**src/rtl/maq_h.sv**
```systemverilog
`default_nettype none
// ============================================================================
// maq_h : BCD hour stage (24 h or 12 h AM/PM) with day-rollover pulse
// Rev 1.0
// ============================================================================
module maq_h #(
  parameter bit MODO_24H = 1'b1
) (
  input  logic       clk,
  input  logic       rst,
  input  logic       incrementa_hora,
  input  logic       ajuste_hora,
  output logic [3:0] bcd_h_lsd,
  output logic [1:0] bcd_h_msd,
  output logic       pm,
  output logic       incrementa_dia
);

  localparam logic [3:0] LSD_RST = MODO_24H ? 4'd0 : 4'd2;
  localparam logic [1:0] MSD_RST = MODO_24H ? 2'd0 : 2'd1;

  logic [3:0] lsd_q, lsd_d;
  logic [1:0] msd_q, msd_d;
  logic       pm_q, pm_d;
  logic       dia_q, dia_d;
  logic       ajuste_q;
  logic       step;
  logic       legal;

  assign step = incrementa_hora | (ajuste_hora & ~ajuste_q);

  always_comb begin
    if (MODO_24H)
      legal = ((msd_q < 2'd2) && (lsd_q <= 4'd9)) || ((msd_q == 2'd2) && (lsd_q <= 4'd3));
    else
      legal = ((msd_q == 2'd0) && (lsd_q >= 4'd1) && (lsd_q <= 4'd9)) ||
              ((msd_q == 2'd1) && (lsd_q <= 4'd2));
  end

  always_comb begin
    lsd_d = lsd_q;
    msd_d = msd_q;
    pm_d  = pm_q;
    dia_d = 1'b0;
    if (step) begin
      // Corrupted digits fall back to the reset hour without a day pulse
      if (!legal) begin
        lsd_d = LSD_RST;
        msd_d = MSD_RST;
        pm_d  = 1'b0;
      end else if (MODO_24H) begin
        if ((msd_q == 2'd2) && (lsd_q == 4'd3)) begin
          lsd_d = 4'd0;
          msd_d = 2'd0;
          dia_d = incrementa_hora;
        end else if (lsd_q == 4'd9) begin
          lsd_d = 4'd0;
          msd_d = msd_q + 2'd1;
        end else begin
          lsd_d = lsd_q + 4'd1;
        end
        pm_d = (msd_d == 2'd2) || ((msd_d == 2'd1) && (lsd_d >= 4'd2));
      end else begin
        if ((msd_q == 2'd1) && (lsd_q == 4'd2)) begin
          lsd_d = 4'd1;
          msd_d = 2'd0;
        end else if ((msd_q == 2'd1) && (lsd_q == 4'd1)) begin
          // 11 PM -> 12 AM is the day wrap; 11 AM -> 12 PM is not
          lsd_d = 4'd2;
          pm_d  = ~pm_q;
          dia_d = incrementa_hora & pm_q;
        end else if (lsd_q == 4'd9) begin
          lsd_d = 4'd0;
          msd_d = 2'd1;
        end else begin
          lsd_d = lsd_q + 4'd1;
        end
      end
    end
  end

  always_ff @(posedge clk or negedge rst) begin
    if (!rst) begin
      lsd_q    <= LSD_RST;
      msd_q    <= MSD_RST;
      pm_q     <= 1'b0;
      dia_q    <= 1'b0;
      ajuste_q <= 1'b0;
    end else begin
      lsd_q    <= lsd_d;
      msd_q    <= msd_d;
      pm_q     <= pm_d;
      dia_q    <= dia_d;
      ajuste_q <= ajuste_hora;
    end
  end

  assign bcd_h_lsd      = lsd_q;
  assign bcd_h_msd      = msd_q;
  assign pm             = pm_q;
  assign incrementa_dia = dia_q;

endmodule
`default_nettype wire

```
**config.mk**
```make
export PLATFORM = sky130hd
export DESIGN_NAME = maq_h
export DESIGN_NICKNAME = d
export VERILOG_FILES = /design/src/rtl/maq_h.sv
export SDC_FILE = /design/constraint.sdc
export NUM_CORES = 1
export LEC_CHECK = 0
export ABC_CLOCK_PERIOD_IN_PS = 2500
export BUFFER_PORTS_ARGS = -buffer_cell sky130_fd_sc_hd__buf_2
export CAP_MARGIN = 10
export CORE_AREA = 10 10 47 49
export DETAILED_ROUTE_END_ITERATION = 10
export DIE_AREA = 0 0 57 59
export GPL_ROUTABILITY_DRIVEN = 1
export PLACE_DENSITY_LB_ADDON = 0.12
export REMOVE_ABC_BUFFERS = 1
export SLEW_MARGIN = 20
export SYNTH_ARGS = -nofsm -noshare
export SYNTH_HDL_FRONTEND = slang
export SYNTH_SLANG_ARGS = --single-unit
export TNS_END_PERCENT = 100
```
**constraint.sdc**
```tcl
create_clock -name clk -period 2.5 [get_ports clk]
set_input_delay 0.125 -clock clk [delete_from_list [all_inputs] [get_ports clk]]
set_output_delay 0.125 -clock clk [all_outputs]
set_load 0.02 [all_outputs]
```
==> impl_metrics.yaml <==
outcome:
  status: "finished, final reports clean"
route:
  dr.first_iter.drc_count: 16
  drc_errors: 0
  routed_wl_um: 1320
  via_per_inst: 5.52
  first_pass_iters: 4
  wl_per_cell_um: 14.7
  vias: 497
  ant_nets: 0
place:
  hpwl_um: 928
  portBuffers: 11
  gp_congestion: 0.751
floorplanning:
  die_area_mm2: 0.00336
  fp.dieW_um: 57
  row_count: 14
  ios: 12
  die_y_um: 59
  core_area_mm2: 0.00140
  start_util_pct: 39.4
clock_tree:
  numCtsBuffers: 3
  clock_sinks: 9
  clockBufferDepth: 2
  cts_max_level: 1
  cts_setup_buffers: 0
  cts_resized: 0
  cts_tree: "yes"
  clk_latency_ns: 0.27
  clk_pin_slew_ns: 0.06
  cts-root-buf: "clkbuf_4"
worst_setup_path:
  end_kind: "flop"
  worst-endpoint-arrival_ns: 1.79
  startpoint_type: "flop"
  path_class: "reg2reg"
  worstPathMaxFanout: 11
  cp.required_ns: 2.63
power:
  p_per_area_mw_per_mm2: 1200
  vdd_drop_max_mv: 0.605
  leakagePower_nw: 0.291
yosys:
  syn_area_um2: 552
  yosysWarnings: 0
  syn_area_per_cell_um2: 9.20
  synth-seq-area-share_pct: 40.8
  synthArstFlopShare_pct: 100
  synth-edff-count: 0
  synthCells: 60
  synthTopCellsByArea: "dfrtp_1, nand2_1, nand4bb_4"
  ys_ff_latch: 9
  synth_ff_type: "dfrtp_1"
  ys_types: 31
  yosysTopAreaCellShare_pct: 40.8
  yosysTopAreaCell: "dfrtp_1"
worst_hold_path:
  hp-class: "in2reg"
layout:
  finalNetCount: 80
  synthToLayoutAreaGrowth_pct: 19.5
  antennaDiodeCount: 0
  finish.utilization_pct: 47.1
  drive_gt1_share_pct: 23.0
global_routing:
  grt_pass1_wl_um: 2170
  grtUsageTotal_pct: 8.14
  grt_pass1_vias: 457
  grt_overflow: 0
  grt_max_degree: 13
  antenna_found_initial: 0
sta:
  max_freq_ghz: 0.604
  setup-violations-final: 0
  tightest_slew_ns: 0.566
  clock_skew_ns: 0.000481
  drv_slew: 0
  hold_violations: 0
  fin_tns_setup_ns: 0
  slew_headroom_pct: 62.1
  timing.final.crit_share_pct: 66.2
  grt_setup_unrepaired: "no"
  fin_crit_ns: 1.65
job:
  maxCapViolCount: 0
## worst max-delay path, cell delays in order (launching register included)
cell,delay (ns)
dfrtp_1,0.54
ha_1,0.24
nand2b_1,0.08
or3_1,0.42
o21ai_0,0.15
o31ai_2,0.09
## worst paths after layout
kind,startpoint,to,slack (ns),depth (start not counted)
hold / removal,incrementa_hora,incrementa_dia,0.10,3
min in group asynchronous,rst,bcd_h_msd[1],0.23,2
max in group asynchronous,rst,bcd_h_lsd[0],2.09,2
hold reg to reg,pm,pm,0.49,2
setup reg to reg,bcd_h_msd[1],pm,0.85,5
setup / recovery,bcd_h_msd[1],pm,0.85,5
## placed cells by master, fill, tap and decap left out, types with 2 or more instances in the layout
cell type / synthesis / layout
buf_2: 2 / 11
clkbuf_4: 0 / 3
dfrtp_1: 9 / 9
dlygate4sd3_1: 0 / 2
inv_1: 2 / 2
nand2_1: 8 / 8
nand2b_1: 2 / 2
nand3_1: 3 / 3
nor2_1: 4 / 4
o211ai_1: 3 / 3
o21ai_0: 3 / 3
o21ai_1: 3 / 3
## per-stage QoR
step                std cells  hold WS, ns  setup slack, ns  power, W  cell area, µm²
global route               90        0.101            0.734  0.000864             659
CTS                        90       0.0930            0.854  0.000798             659
floorplan                  57       -0.171            0.911  0.000561             538
detailed placement         84     -0.00974            0.873  0.000679             613
global placement           84     -0.00895            0.885  0.000680             613
finish                     90        0.101            0.846  0.000795             659
## metal layers
layer | share of wire (%) | GRT usage [%] | vias up
met1 | 46 | 9.93 | 229
li1 | - | - | 248
met5 | 0 | 0 | -
met2 | 44 | 11.3 | 16
met3 | 8.4 | 4.94 | 4
met4 | 1.1 | 3.02 | 0
## cell families after synthesis
kind of cell	synth area share, %
AOI/OAI and AO/OA	20.9
xor gates and xnor gates	1.59
adders and majority gates	2.27
buffers and inverters	3.85
DFF	40.8
and+or+nand+nor	30.6
## cells in the mapped netlist, types with 2 or more instances
library cell  instances
nor2_1                4
o21ai_1               3
inv_1                 2
buf_2                 2
o211ai_1              3
dfrtp_1               9
o21ai_0               3
nand2b_1              2
nand3_1               3
nand2_1               8
## where the power goes
group / leakage (nW) / switching [W] / internal (W)
combinational: 0.162 / 0.000210 / 0.000163
clock: 0.0150 / 0.0000540 / 0.0000617
sequential: 0.114 / 0.000111 / 0.000195
total: 0.291 / 0.000375 / 0.000419
## layout make-up
class | instances | area, µm²
Fill cell | 141 | 742
Multi-Input combinational cell | 46 | 305
Sequential cell | 9 | 225
Timing Repair Buffer | 13 | 75.1
Clock buffer | 4 | 26.3
Tap cell | 16 | 20.0
Inverter | 2 | 7.51
## sequential cells by signal, indices dropped and copies added, names as in the netlist
register        cells
ajuste_q            1
bcd_h_msd           2
pm                  1
bcd_h_lsd           4
incrementa_dia      1
## timing repair
action / CTS / global route
hold buffers: 2 / 0
endpoints found under the hold margin: 10 / 0
endpoints found under the setup margin: 0 / 0
(Power assumes the default switching activity.)
